## config.mk

```make
export PLATFORM = sky130hd
export DESIGN_NAME = lif_neuron_array
export DESIGN_NICKNAME = d
export VERILOG_FILES = /design/src/rtl/lif_neuron_array.sv
export SDC_FILE = /design/constraint.sdc
export NUM_CORES = 1
export LEC_CHECK = 0
export BUFFER_PORTS_ARGS = -buffer_cell sky130_fd_sc_hd__buf_2
export CELL_PAD_IN_SITES_DETAIL_PLACEMENT = 0
export CELL_PAD_IN_SITES_GLOBAL_PLACEMENT = 1
export CORE_MARGIN = 8
export CORE_UTILIZATION = 53
export CTS_CLUSTER_SIZE = 40
export DETAILED_ROUTE_END_ITERATION = 12
export PLACE_DENSITY_LB_ADDON = 0.12
export SYNTH_ARGS = -nofsm -noshare
export SYNTH_HDL_FRONTEND = slang
export SYNTH_SLANG_ARGS = --single-unit
export TNS_END_PERCENT = 5
```

## constraint.sdc

```tcl
create_clock -name clk -period 9.1 [get_ports clk]
set_input_delay 2.73 -clock clk [delete_from_list [all_inputs] [get_ports clk]]
set_output_delay 2.73 -clock clk [all_outputs]
set_load 0.01 [all_outputs]
```

## src/rtl/lif_neuron_array.sv

```systemverilog
// lif_neuron_array
// ----------------
// Time-multiplexed array of NUM_NEURONS leaky integrate-and-fire neurons that
// share one update datapath. Membrane potentials and refractory counters live
// in internal register arrays. Each accepted current beat updates the neuron
// at the running index, which then advances and wraps at NUM_NEURONS-1.
//
// Optional feature macro: LIF_STATS_EN. When it is defined, a per-frame spike
// counter is kept and published on spike_count at every frame_done.
//
// Ports
//   clk          in   clock, rising edge
//   rst_n        in   synchronous active-low reset, clears all neuron state
//   cur_valid    in   current beat valid
//   cur_ready    out  array accepts a beat (low only while a spike is held)
//   cur_data     in   input current for the neuron at the current index
//   spike_valid  out  spike event pending
//   spike_ready  in   downstream accepts the spike
//   spike_id     out  index of the spiking neuron
//   frame_done   out  one-cycle pulse after neuron NUM_NEURONS-1 is updated
//   spike_count  out  spikes in the last frame (LIF_STATS_EN only)

module lif_neuron_array #(
    parameter int unsigned NUM_NEURONS = 4,
    parameter int unsigned WIDTH       = 8,
    parameter int unsigned THRESHOLD   = 100,
    parameter int unsigned LEAK_MODE   = 0,
    parameter int unsigned LEAK        = 2,
    parameter int unsigned REF_PERIOD  = 3
) (
    input  logic                               clk,
    input  logic                               rst_n,
    input  logic                               cur_valid,
    output logic                               cur_ready,
    input  logic [WIDTH-1:0]                   cur_data,
    output logic                               spike_valid,
    input  logic                               spike_ready,
    output logic [$clog2(NUM_NEURONS)-1:0]     spike_id,
    output logic                               frame_done
`ifdef LIF_STATS_EN
    ,
    output logic [$clog2(NUM_NEURONS+1)-1:0]   spike_count
`endif
);

    localparam int unsigned IdxW = $clog2(NUM_NEURONS);
    // A zero refractory period still needs a 1-bit counter that never loads.
    localparam int unsigned RefW = (REF_PERIOD > 0) ? $clog2(REF_PERIOD + 1) : 1;

    localparam logic [IdxW-1:0] LastIdx = IdxW'(NUM_NEURONS - 1);
    localparam logic [RefW-1:0] RefLoad = RefW'(REF_PERIOD);

    // Neuron state
    logic [WIDTH-1:0] mem_q [NUM_NEURONS];
    logic [RefW-1:0]  ref_q [NUM_NEURONS];
    logic [IdxW-1:0]  idx_q;

    // Output registers
    logic             spike_valid_q;
    logic [IdxW-1:0]  spike_id_q;
    logic             frame_done_q;

    // Shared datapath
    logic [WIDTH-1:0] v_cur;
    logic [RefW-1:0]  ref_cur;
    logic [WIDTH:0]   sum_w;
    logic [WIDTH-1:0] s_val;
    logic [WIDTH-1:0] l_val;
    logic [WIDTH-1:0] mem_nxt;
    logic [RefW-1:0]  ref_nxt;
    logic             refractory;
    logic             fire;
    logic             handshake;
    logic             last;

    // Stalls only while a spike is held and not being taken this cycle.
    assign cur_ready = !(spike_valid_q && !spike_ready);
    assign handshake = cur_valid && cur_ready;
    assign last      = (idx_q == LastIdx);

    always_comb begin
        v_cur   = mem_q[idx_q];
        ref_cur = ref_q[idx_q];

        // Integrate one bit wider, then saturate at all-ones.
        sum_w = {1'b0, v_cur} + {1'b0, cur_data};
        s_val = sum_w[WIDTH] ? '1 : sum_w[WIDTH-1:0];

        if (LEAK_MODE == 0) begin
            l_val = (32'(s_val) > LEAK) ? (s_val - WIDTH'(LEAK)) : '0;
        end else begin
            l_val = s_val - (s_val >> LEAK);
        end

        refractory = (ref_cur != '0);
        fire       = !refractory && (32'(l_val) >= THRESHOLD);

        mem_nxt = l_val;
        ref_nxt = ref_cur;
        if (refractory) begin
            // Input is discarded while refractory; membrane stays clamped at 0.
            mem_nxt = '0;
            ref_nxt = ref_cur - RefW'(1);
        end else if (fire) begin
            mem_nxt = '0;
            ref_nxt = RefLoad;
        end
    end

    always_ff @(posedge clk) begin
        if (!rst_n) begin
            for (int i = 0; i < int'(NUM_NEURONS); i++) begin
                mem_q[i] <= '0;
                ref_q[i] <= '0;
            end
            idx_q <= '0;
        end else if (handshake) begin
            mem_q[idx_q] <= mem_nxt;
            ref_q[idx_q] <= ref_nxt;
            idx_q        <= last ? '0 : idx_q + IdxW'(1);
        end
    end

    // A new spike always wins; a held spike is only dropped once accepted.
    // A new spike can only occur when cur_ready is high, i.e. the old one is
    // either absent or being taken this very cycle, so nothing is lost.
    always_ff @(posedge clk) begin
        if (!rst_n) begin
            spike_valid_q <= 1'b0;
            spike_id_q    <= '0;
            frame_done_q  <= 1'b0;
        end else begin
            frame_done_q <= handshake && last;
            if (handshake && fire) begin
                spike_valid_q <= 1'b1;
                spike_id_q    <= idx_q;
            end else if (spike_ready) begin
                spike_valid_q <= 1'b0;
            end
        end
    end

    assign spike_valid = spike_valid_q;
    assign spike_id    = spike_id_q;
    assign frame_done  = frame_done_q;

`ifdef LIF_STATS_EN
    localparam int unsigned CntW = $clog2(NUM_NEURONS + 1);

    logic [CntW-1:0] frame_cnt_q;
    logic [CntW-1:0] spike_count_q;

    // The last neuron's own spike is folded into the published total.
    always_ff @(posedge clk) begin
        if (!rst_n) begin
            frame_cnt_q   <= '0;
            spike_count_q <= '0;
        end else if (handshake) begin
            if (last) begin
                spike_count_q <= frame_cnt_q + CntW'(fire);
                frame_cnt_q   <= '0;
            end else if (fire) begin
                frame_cnt_q <= frame_cnt_q + CntW'(1);
            end
        end
    end

    assign spike_count = spike_count_q;
`endif

endmodule

```

==> results of run 1 <==
Yosys cell counts (2+ instances only):
master / number / area [µm²]
edfxtp_1: 40 / 1200
nor2_1: 27 / 101
nor3_1: 24 / 120
nand2_1: 17 / 63.8
ha_1: 10 / 125
mux4_2: 10 / 225
a21oi_1: 9 / 45.0
dfxtp_1: 8 / 160
inv_1: 7 / 26.3
o21ai_0: 5 / 25.0
buf_6: 4 / 45.0
clkbuf_1: 4 / 15.0
o221ai_1: 4 / 35.0
xor2_1: 4 / 35.0
and2_1: 3 / 18.8
mux2i_1: 3 / 30.0
nand3_1: 3 / 15.0
o2111ai_1: 3 / 26.3
o21a_1: 3 / 22.5
a211oi_2: 2 / 25.0
and3_1: 2 / 12.5
o211ai_1: 2 / 15.0
o21ai_1: 2 / 10.0
o21ai_2: 2 / 17.5
xnor2_1: 2 / 17.5
logic make-up after synthesis:
| logic type | count (synthesis) | synth area share, % |
|---|---|---|
| AOI/OAI and AO/OA | 46 | 13.6 |
| and+or+nand+nor | 91 | 17.2 |
| other | 1 | 0.134 |
| muxes | 13 | 9.11 |
| buffers and inverters | 17 | 3.53 |
| DFF | 48 | 48.6 |
| xor gates and xnor gates | 7 | 2.68 |
| adders and majority gates | 11 | 5.18 |
worst max-delay path, delay by kind of cell:
family	cells	cell delay (ns)
adder cells (fa/ha/maj)	3	0.91
AO/OA/AOI/OAI	6	1.05
buffers and inverters	2	0.18
AND/OR/NAND/NOR	3	0.98
XOR/XNOR	1	0.25
power groups by stage:
stage / Combinational, µW / Sequential, µW / Clock (µW)
floorplan: 151 / 260 / 0
CTS: 181 / 261 / 154
global route: 199 / 262 / 161
global placement: 180 / 265 / 0
finish: 180 / 260 / 151
detailed placement: 179 / 266 / 0
state kept, by name, indices dropped and copies added (netlist names), named ones only:
| register | cells |
|---|---|
| frame_done | 1 |
| idx_q | 2 |
| mem_q | 32 |
| ref_q | 8 |
| spike_id | 2 |
| spike_valid | 1 |
cells in the final DEF (no fill, tap or decap), types with 4 or more instances in the layout:
cell and instances:
xor2_1 4, conb_1 4, nor2_1 27, dfxtp_1 8
a21oi_1 9, nand2_1 17, buf_2 16, o221ai_1 4
clkbuf_8 5, ha_1 10, edfxtp_1 40, o21ai_0 5
nor3_1 24, mux4_2 10, inv_1 7
layout make-up:
class	instances	area, µm²
fill	428	2080
tap	70	87.6
timing repair buffer	17	87.6
inverter	7	26.3
clock buffer	5	68.8
multi-input combinational	172	1350
clock inverter	3	42.5
sequential	48	1360
through the flow:
stage                     power (µW)  cell area (µm²)  hold WS (ns)  cells
after floorplan                  410             2810         0.479    237
after global placement           445             2920         0.446    314
after detailed placement         445             2920         0.450    314
after CTS                        595             3030         0.466    322
after global routing             622             3030         0.493    322
final                            591             3030         0.458    322
worst paths after layout:
| path | endpoint | slack, ns | depth (start not counted) |
|---|---|---|---|
| worst max register to register | mem_q[1][1] | 4.21 | 15 |
| worst min-delay path | spike_id[1] | 0.46 | 2 |
| worst max-delay path | mem_q[1][1] | 3.10 | 15 |
| worst min register to register | spike_id[1] | 0.46 | 2 |
routing by layer:
layer / vias to the layer above / wire [µm]
met2: 40 / 2640
met1: 882 / 2540
met3: 12 / 151
li1: 928 / -
met4: 0 / 104
met5: - / 0
==> summary.md, run 1 <==
| Metric | Value |
|---|---|
| Status | `finished, final reports clean` |
| Clk Latency, worst-skew pair | `0.30 ns` |
| Number of antenna violations at the first check in global routing | `0` |
| RePlAce Congestion | `about 0.8` |
| Clock period minus worst slack | `6.00 ns` |
| CTS clk-pin slew, worst paths | `0.09 ns` |
| Peak VDD IR | `approximately 0.00010 V` |
| Met3 usage | `1.95%` |
| Final core occ | `59.3%` |
| Setup repair bufs after CTS | `0` |
| Worst Hold Class | `register to register` |
| Synthesis-to-finish area growth | `8.04%` |
| Unrepaired setup endpoints after global routing | `no` |
| Final hold viol count | `0` |
| Top FF cell, synth | `edfxtp_1` |
| I/O pins | `17` |
| Routed via count | `approximately 1900` |
| Sw Share | `a little under a third` |
| Worst slew margin | `51.3%` |
| H-tree depth reported by CTS | `2` |
| Rows | `26` |
| Post-place setup slack | `2.76 ns` |
| Fraction of registers with async set/reset | `0%` |
| Die Area | `0.00787 mm²` |
| Count of cell types in the netlist | `59` |
| DRC | `0` |
| Sequential group share of total power | `44.0%` |
| Layout cells sized above 1 | `20.2%` |
| Pleak | `about 0.0011 µW` |
| Clock sink count | `48` |
| Mean routed wirelength per cell | `around 17 µm` |
| Psw | `about 190 µW` |
| Tcrit/Tclk final | `65.9%` |
| Final wirelength | `5440 µm` |
| Worst-path cell chain | `buf_2, ha_1, fa_1, a21oi_2, o211a_4, o21ai_2, or2_0, inv_1, ha_1, o221ai_1, xor2_1, a21oi_1, o21ai_2, nand4b_4, nor3_1` |
| YS warnings | `0` |
| Setup ws final | `3.10 ns` |
| Hold-fix buffers, CTS | `0` |
| Initial core utilization | `54.9%` |
| Post-detail-place hpwl | `4000 µm` |
| Max stage delay on crit path | `0.46 ns` |
| Worst-Margin Slew | `0.729 ns` |
| Overall Global Routing Usage | `15.2%` |
| Syn Area/Cell | `12.0 µm²` |
| Setup crit end kind | `register` |
| Post-synth EDFFs | `40` |
| Gates resized, CTS repair | `0` |
| Die Height | `~89 µm` |
| Chip width | `88.7 µm` |
| TNS Setup | `0 ns` |
| Final Setup Violations | `0` |
| Max-Cap Viols | `0` |
| Met1 usage | `a little under a fifth` |
| Clock skew | `roughly 0.011 ns` |
| Logic pwr share | `30.5%` |
| Crit path kind | `primary input to register` |
| Via/cell ratio | `5.78` |
| Initial DRT Pass Iterations | `4` |
| CP required | `9.22 ns` |
| P_int | `404 µW` |
| GRT Max-Usage Layer | `met2` |
| PortBufs | `16` |
| Top fanout value on the critical path | `28` |
| CTS Root Cell | `clkbuf_8` |
| Vias in the first global route | `1939` |
| Worst Setup Start Kind | `primary input` |
| Max Slew Vio Count | `0` |
| Pwr dens | `195 mW/mm²` |
| Pin count of the biggest net entering global routing | `29` |
| CP startpoint | `cur_data[0]` |
| Fmax | `0.167 GHz` |
| First-pass GRT wire length | `9110 µm` |
| Crit path DAT | `6.11 ns` |
| ANT nets after route | `0` |
| Initial DRC count | `113` |
| Grt total ovfl | `0` |
| CTS max path bufs | `2` |
| HP Start | `spike_id[1]` |
| Ant diodes | `0` |
| Core area | `0.00511 mm²` |
| Syn Inst Count | `234` |
| Nets@finish | `roughly 270` |
| Num CTS Buffers | `5` |
| Met2 Track Usage GR | `around a quarter` |
| Register area share after synthesis | `about half` |
| Yosys reg bits | `between 40 and 50` |
| Mapped Area | `between 0.002 and 0.003 mm²` |
| CP max stage cell | `fa_1` |
| Clock share of power | `about a quarter` |
| CTS tree | `built` |
No activity file was read; power rests on OpenSTA's default activity.
==> inputs of run 2 (changes only) <==
--- a/config.mk
+++ b/config.mk
@@ -9,7 +9,7 @@
 export CELL_PAD_IN_SITES_DETAIL_PLACEMENT = 0
 export CELL_PAD_IN_SITES_GLOBAL_PLACEMENT = 1
 export CORE_MARGIN = 8
-export CORE_UTILIZATION = 53
+export CORE_UTILIZATION = 49
 export CTS_CLUSTER_SIZE = 40
 export DETAILED_ROUTE_END_ITERATION = 12
 export PLACE_DENSITY_LB_ADDON = 0.12
==> constraint.sdc (replaced) <==
create_clock -name clk -period 5.8 [get_ports clk]
set_input_delay 1.74 -clock clk [delete_from_list [all_inputs] [get_ports clk]]
set_output_delay 1.74 -clock clk [all_outputs]
set_load 0.01 [all_outputs]
==> summary.md, run 2 (synthesis gave the netlist of run 1 again) <==
| Metric | Value |
|---|---|
| Met1 Routed Length | `2510 µm (-1.4%)` |
| Commonest non-fill, non-tap cells in the layout | `edfxtp_1, nor2_1, nor3_1` |
| Nets@finish | `276 (+0.73%)` |
| First-pass GRT wire length | `9300 µm (+2.1%)` |
| Overall Global Routing Usage | `14.0% (-1.2 points)` |
| Vias in the first global route | `1900 (-2.0%)` |
| FF-to-FF setup slack | `1.37 ns (-2.84 ns)` |
| Initial DRT Pass Iterations | `4 (unchanged)` |
| Top fanout value on the critical path | `28 (unchanged)` |
| Routed via count | `1900 (+2.0%)` |
| Core area | `0.00551 mm² (+7.8%)` |
| Max stage delay on crit path | `0.46 ns (about the same)` |
| Max Slew Vio Count | `0 (unchanged)` |
| Largest registers | `mem_q x32, ref_q x8` |
| Worst Hold Class | `register to register` |
| Final Setup Violations | `0 (unchanged)` |
| Crit path kind | `primary input to register` |
| CTS max path bufs | `2 (unchanged)` |
| CTS Root Cell | `clkbuf_8` |
| Synthesis-to-finish area growth | `7.81%` |
| Number of antenna violations at the first check in global routing | `0 (unchanged)` |
| Worst slew margin | `62.3% (+11 points)` |
| Total power | `890 µW (+51%)` |
| Clock sink count | `48 (unchanged)` |
| CP required | `5.93 ns (-3.29 ns)` |
| Setup repair bufs after CTS | `0 (unchanged)` |
| Pleak | `0.00112 µW (+0.35%)` |
| Initial core utilization | `50.9% (-4.0 points)` |
| Delay-heaviest family, CP | `compound AO/OA/AOI/OAI gates` |
| Tcrit/Tclk final | `between 80% and 90%` |
| Clk Latency, worst-skew pair | `0.30 ns (about the same)` |
| Biggest register | `mem_q` |
| Clock period minus worst slack | `slightly below 5 ns` |
| RePlAce Congestion | `0.773 (-3.9%)` |
| Grt total ovfl | `0 (unchanged)` |
| PortBufs | `16 (unchanged)` |
| DRC | `0 (unchanged)` |
| CTS clk-pin slew, worst paths | `0.09 ns (about the same)` |
| Mean routed wirelength per cell | `17.6 µm (+4.5%)` |
| HP Start | `spike_id[1]` |
| Initial DRC count | `88 (-22%)` |
| Fmax | `around 0.21 GHz` |
| Worst Setup Start Kind | `primary input` |
| Cells on worst reg2reg path | `15 (unchanged)` |
| Clock skew | `0.00842 ns (-0.00209 ns)` |
| I/O pins | `17 (unchanged)` |
| Rows | `27 (+3.8%)` |
| Commonest non-fill, non-tap cell in the layout | `edfxtp_1` |
| Hold depth | `2 (unchanged)` |
| Crit path DAT | `5.00 ns (-1.11 ns)` |
| ANT nets after route | `0 (unchanged)` |
| Gates resized, CTS repair | `0 (unchanged)` |
| Unrepaired setup endpoints after global routing | `no` |
| Met3 wire length | `192 µm (+27%)` |
| RR Endpoint | `mem_q[0][6]` |
| Final wirelength | `5750 µm (+5.8%)` |
| Chip width | `91.6 µm (+3.3%)` |
| CP Buf/Inv Count | `2 (unchanged)` |
| Final hold viol count | `0 (unchanged)` |
| Worst-Margin Slew | `0.562 ns (-0.167 ns)` |
| Hold Path Sink | `spike_id[1]` |
| Peak VDD IR | `0.000212 V (+100%)` |
| WL met2 | `2960 µm (+12%)` |
| Hold-fix buffers, CTS | `0 (unchanged)` |
| Num CTS Buffers | `5 (unchanged)` |
| TNS Setup | `0 ns (unchanged)` |
| CP max stage cell | `fa_1` |
| Setup crit end kind | `register` |
| Die Area | `0.00840 mm² (+6.7%)` |
| Die Height | `91.6 µm (+3.3%)` |
| Post-detail-place hpwl | `4320 µm (+8.2%)` |
| Pwr dens | `295 mW/mm² (+51%)` |
| Max-Cap Viols | `0 (unchanged)` |
| CTS tree | `built` |
| Ant diodes | `0 (unchanged)` |
| H-tree depth reported by CTS | `2 (unchanged)` |
| Largest register FFs | `32 (unchanged)` |
| Worst-path cell chain | `buf_2, ha_1, fa_1, a21oi_2, o211a_4, o21ai_2, or2_0, inv_1, ha_1, o221ai_1, xor2_1, a21oi_1, o21ai_2, nand4b_4, nor3_1` |
| Status | `finished, final reports clean` |
| Pin count of the biggest net entering global routing | `29 (unchanged)` |
| Via/cell ratio | `5.83 (+0.79%)` |
| Layout cells sized above 1 | `20.9% (+0.63 points)` |
| Max Used Layer | `met4` |
-- run 2: cell types whose count changed in the layout (fill, tap and decap cells not counted), sizes merged --
cell / previous run / this run
buf: 17 / 19
clkinv: 1 / 3
bufinv: 1 / 0
clkinvlp: 1 / 0
-- run 2: routing by layer --
layer  global-route usage (%)  vias up
met1                     16.5      924
met4                     6.14        0
met2                     24.0       39
met5                        0        -
li1                         -      930
met3                     2.93        7
-- run 2: cell type report --
| type | instances | area (µm²) |
|---|---|---|
| clock buffer | 5 | 68.8 |
| tap | 72 | 90.1 |
| sequential | 48 | 1360 |
| timing repair buffer | 19 | 103 |
| multi-input combinational | 172 | 1350 |
| inverter | 7 | 26.3 |
| fill | 516 | 2480 |
| clock inverter | 3 | 18.8 |
-- run 2: worst max-delay path by stage --
stage	startpoint	endpoint	slack (ns)	cells past startpoint
3_5_place_dp	cur_data[0]	mem_q[0][6]	0.59	15
2_1_floorplan	cur_data[0]	mem_q[0][1]	1.04	14
3_3_place_gp	cur_data[0]	mem_q[2][6]	0.66	15
4_1_cts	cur_data[0]	mem_q[0][6]	0.89	15
5_1_grt	cur_data[0]	mem_q[2][6]	0.62	15
6_report	cur_data[0]	mem_q[0][6]	0.93	15
-- run 2: power breakdown --
group | leakage (µW) | internal, µW | switching [µW]
Sequential | 0.000479 | 395 | 11.0
Combinational | 0.000595 | 114 | 178
Clock | 0.0000479 | 84.1 | 108
-- run 2: stage by stage --
step | util, % | setup WS, ns | cell area [µm²] | instances | hold WS, ns
2_1_floorplan | - | 1.04 | 2810 | 237 | 0.479
3_3_place_gp | 53.3 | 0.659 | 2930 | 318 | 0.446
3_5_place_dp | 53.3 | 0.591 | 2930 | 318 | 0.454
4_1_cts | 54.9 | 0.894 | 3020 | 326 | 0.466
5_1_grt | 54.9 | 0.623 | 3020 | 326 | 0.492
6_report | 54.9 | 0.925 | 3020 | 326 | 0.464
-- run 2: worst min-delay path, delay by kind of cell, from the launching register on --
family / cells / cell delay [ns]
flip-flops: 1 / 0.32
multiplexers: 1 / 0.05
AND/OR/NAND/NOR: 1 / 0.05
==> inputs of run 3 (changes only) <==
--- a/config.mk
+++ b/config.mk
@@ -5,11 +5,12 @@
 export SDC_FILE = /design/constraint.sdc
 export NUM_CORES = 1
 export LEC_CHECK = 0
+export ABC_AREA = 1
 export BUFFER_PORTS_ARGS = -buffer_cell sky130_fd_sc_hd__buf_2
 export CELL_PAD_IN_SITES_DETAIL_PLACEMENT = 0
 export CELL_PAD_IN_SITES_GLOBAL_PLACEMENT = 1
 export CORE_MARGIN = 8
-export CORE_UTILIZATION = 49
+export CORE_UTILIZATION = 46
 export CTS_CLUSTER_SIZE = 40
 export DETAILED_ROUTE_END_ITERATION = 12
 export PLACE_DENSITY_LB_ADDON = 0.12
==> constraint.sdc (replaced) <==
create_clock -name clk -period 4.5 [get_ports clk]
set_input_delay 1.35 -clock clk [delete_from_list [all_inputs] [get_ports clk]]
set_output_delay 1.35 -clock clk [all_outputs]
set_load 0.01 [all_outputs]
==> summary.md, run 3 <==
| Metric | Value |
|---|---|
| CTS tree | `built` |
| Chip width | `93.8 µm (+2.4%)` |
| Synth area leader | `edfxtp_1` |
| Commonest non-fill, non-tap cell in the layout | `nand2_1` |
| Commonest non-fill, non-tap cells in the layout | `nand2_1, nor2_1, inv_1` |
| I/O pins | `17 (unchanged)` |
| Syn Area/Cell | `8.62 µm² (-28%)` |
| Routed via count | `2073 (+9.1%)` |
| CP max stage cell | `fa_1` |
| Layout cells sized above 1 | `16.1% (-4.8 points)` |
| Worst Hold Class | `register to register` |
| Post-detail-place hpwl | `4640 µm (+7.2%)` |
| DRC | `0 (unchanged)` |
| Clock period minus worst slack | `3.80 ns` |
| Synthesis-to-finish area growth | `10.8%` |
| Peak VDD IR | `0.000213 V (+0.58%)` |
| Overall Global Routing Usage | `15.7% (+1.7 points)` |
| Vias in the first global route | `2125 (+12%)` |
| Max-Cap Viols | `0 (unchanged)` |
| HP Start | `spike_id[1]` |
| First-pass GRT wire length | `10700 µm (+15%)` |
| Delay-heaviest family, CP | `simple AND/OR/NAND/NOR gates` |
| Crit path kind | `primary input to register` |
| Cells on worst reg2reg path | `20 (+5)` |
| CTS max path bufs | `2 (unchanged)` |
| Design Area, Final | `0.00309 mm² (+2.2%)` |
| Die Area | `0.00880 mm² (+4.8%)` |
| Top FF cell, synth | `edfxtp_1` |
| Number of antenna violations at the first check in global routing | `0 (unchanged)` |
| Setup crit end kind | `register` |
| Final hold viol count | `0 (unchanged)` |
| PortBufs | `16 (unchanged)` |
| Nets@finish | `370 (+34%)` |
| Largest register FFs | `32 (unchanged)` |
| Clock skew | `0.00921 ns (+0.000783 ns)` |
| Setup repair bufs after CTS | `0 (unchanged)` |
| CTS clk-pin slew, worst paths | `0.10 ns (about the same)` |
| Core area | `0.00589 mm² (+6.9%)` |
| Largest registers | `mem_q x32, ref_q x8` |
| Ranking of synthesized cells by area | `edfxtp_1, nand2_1, nor2_1` |
| Final Setup Violations | `0 (unchanged)` |
| Via/cell ratio | `4.90 (-16%)` |
| Fmax | `0.263 GHz` |
| Worst slew margin | `63.9% (+1.5 points)` |
| Dpl cells | `415 (+31%)` |
| Num CTS Buffers | `5 (unchanged)` |
| Share of the synthesized area in the top cell type | `43.1% (+0.27 points)` |
| Pleak | `0.00138 µW (+23%)` |
| Max Slew Vio Count | `0 (unchanged)` |
| CTS Root Cell | `clkbuf_8` |
| Hold-fix buffers, CTS | `0 (unchanged)` |
| Final wirelength | `6310 µm (+9.7%)` |
| Pin count of the biggest net entering global routing | `21 (-28%)` |
| TNS Setup | `0 ns (unchanged)` |
| Biggest register | `mem_q` |
| RePlAce Congestion | `0.781 (+1.1%)` |
| Post-synth EDFFs | `40 (unchanged)` |
| Rows | `28 (+3.7%)` |
| Top cells by count, synth | `nand2_1, nor2_1, inv_1, edfxtp_1, nand3_1` |
| Placement Cell Area | `0.00297 mm² (+1.2%)` |
| Worst-Margin Slew | `0.541 ns (-0.0215 ns)` |
| Hold depth | `4 (+2)` |
| Gates resized, CTS repair | `0 (unchanged)` |
| Die Height | `93.8 µm (+2.4%)` |
| YS warnings | `0 (unchanged)` |
| Fraction of registers with async set/reset | `0% (unchanged)` |
| Crit path DAT | `3.85 ns (-1.15 ns)` |
| H-tree depth reported by CTS | `2 (unchanged)` |
| Mapped Area | `0.00279 mm² (-0.63%)` |
| Most common cell in the synthesized netlist | `nand2_1` |
| Pwr dens | `445 mW/mm² (+51%)` |
| Grt total ovfl | `0 (unchanged)` |
| Ant diodes | `0 (unchanged)` |
| Mean routed wirelength per cell | `14.9 µm (-15%)` |
| Initial DRT Pass Iterations | `4 (unchanged)` |
| RR Endpoint | `mem_q[1][5]` |
| ANT nets after route | `0 (unchanged)` |
| Tcrit/Tclk final | `a little over four fifths` |
| Layout Cells excl Fill | `423 (+30%)` |
| Initial core utilization | `47.3% (-3.6 points)` |
| Syn Inst Count | `323 (+38%)` |
| Worst Setup Start Kind | `primary input` |
| Crit path depth | `18 (+3)` |
| CP required | `4.55 ns (-1.38 ns)` |
| Status | `finished, final reports clean` |
| Register area share after synthesis | `48.9% (+0.31 points)` |
| Initial DRC count | `94 (+6.8%)` |
| Clock sink count | `48 (unchanged)` |
| Max stage delay on crit path | `0.40 ns (-0.06 ns)` |
| Hold Path Sink | `spike_id[1]` |
| Unrepaired setup endpoints after global routing | `no` |
| CP Buf/Inv Count | `2 (unchanged)` |
| Clk Latency, worst-skew pair | `0.30 ns (about the same)` |
| FF-to-FF setup slack | `0.87 ns (-0.50 ns)` |
| Count of cell types in the netlist | `32 (-46%)` |
| Top fanout value on the critical path | `6 (-79%)` |
| Worst-path cell chain | `buf_2, ha_1, fa_1, nand2_1, nand2_1, nand3_2, nand2_4, nor2_2, ha_1, inv_1, nor2_1, nand2_1, o21bai_1, nand3_1, nand2_4, nand2_4, nand3_1, nor2_1` |
| Yosys reg bits | `48 (unchanged)` |
==> run 3: worst min-delay path, delay by kind of cell (launching register included) <==
kind,cells,cell delay [ns]
buffers and inverters,2,0.08
and+or+nand+nor,2,0.07
DFF,1,0.31
==> run 3: where the power goes <==
part	internal (µW)	leakage (µW)	switching (µW)	total (µW)
combinational	167	0.000846	348	515
sequential	524	0.000479	11.9	536
clock	168	0.0000583	155	322
total	859	0.00138	514	1370
==> run 3: layout make-up <==
cell class | count | area [µm²]
clock buffer | 5 | 68.8
inverter | 48 | 180
sequential | 48 | 1360
fill | 582 | 2800
timing repair buffer | 20 | 110
multi-input combinational | 224 | 1220
clock inverter | 3 | 47.5
tap | 75 | 93.8
==> run 3: kinds of logic (layout without fill, tap and decap cells) <==
kind of cell,after synthesis,in the layout,share of synthesized area [%]
AND/OR/NAND/NOR,169,169,29.5
buffers and inverters,54,76,7.55
flip-flops,48,48,48.9
AO/OA/AOI/OAI,37,37,7.50
adder cells (fa/ha/maj),11,11,5.21
XOR/XNOR,3,3,1.21
other,1,4,0.135
==> run 3: routing by layer <==
layer | routed length [µm] | track usage, % | up-vias
met5 | 0 | 0 | -
met1 | 3070 | 19.7 | 930
met3 | 195 | 2.56 | 5
met4 | 60 | 4.76 | 0
met2 | 2980 | 26.9 | 32
li1 | - | - | 1106
==> run 3: worst max-delay path by stage <==
stage | start | endpoint
after global routing | cur_data[0] | mem_q[1][5]
after global placement | cur_data[0] | mem_q[2][5]
after detailed placement | cur_data[0] | mem_q[2][4]
after floorplan | cur_data[0] | mem_q[1][0]
after CTS | cur_data[0] | mem_q[2][4]
final | cur_data[0] | mem_q[1][5]
==> run 3: stage by stage <==
step                hold WS, ns  utilization [%]  total power (µW)  worst slack, ns
floorplan                 0.515                -               945            0.713
global placement          0.494             50.5              1060            0.434
detailed placement        0.499             50.5              1060            0.368
CTS                       0.515             52.4              1380            0.703
global route              0.565             52.4              1470            0.416
finish                    0.512             52.4              1370            0.703
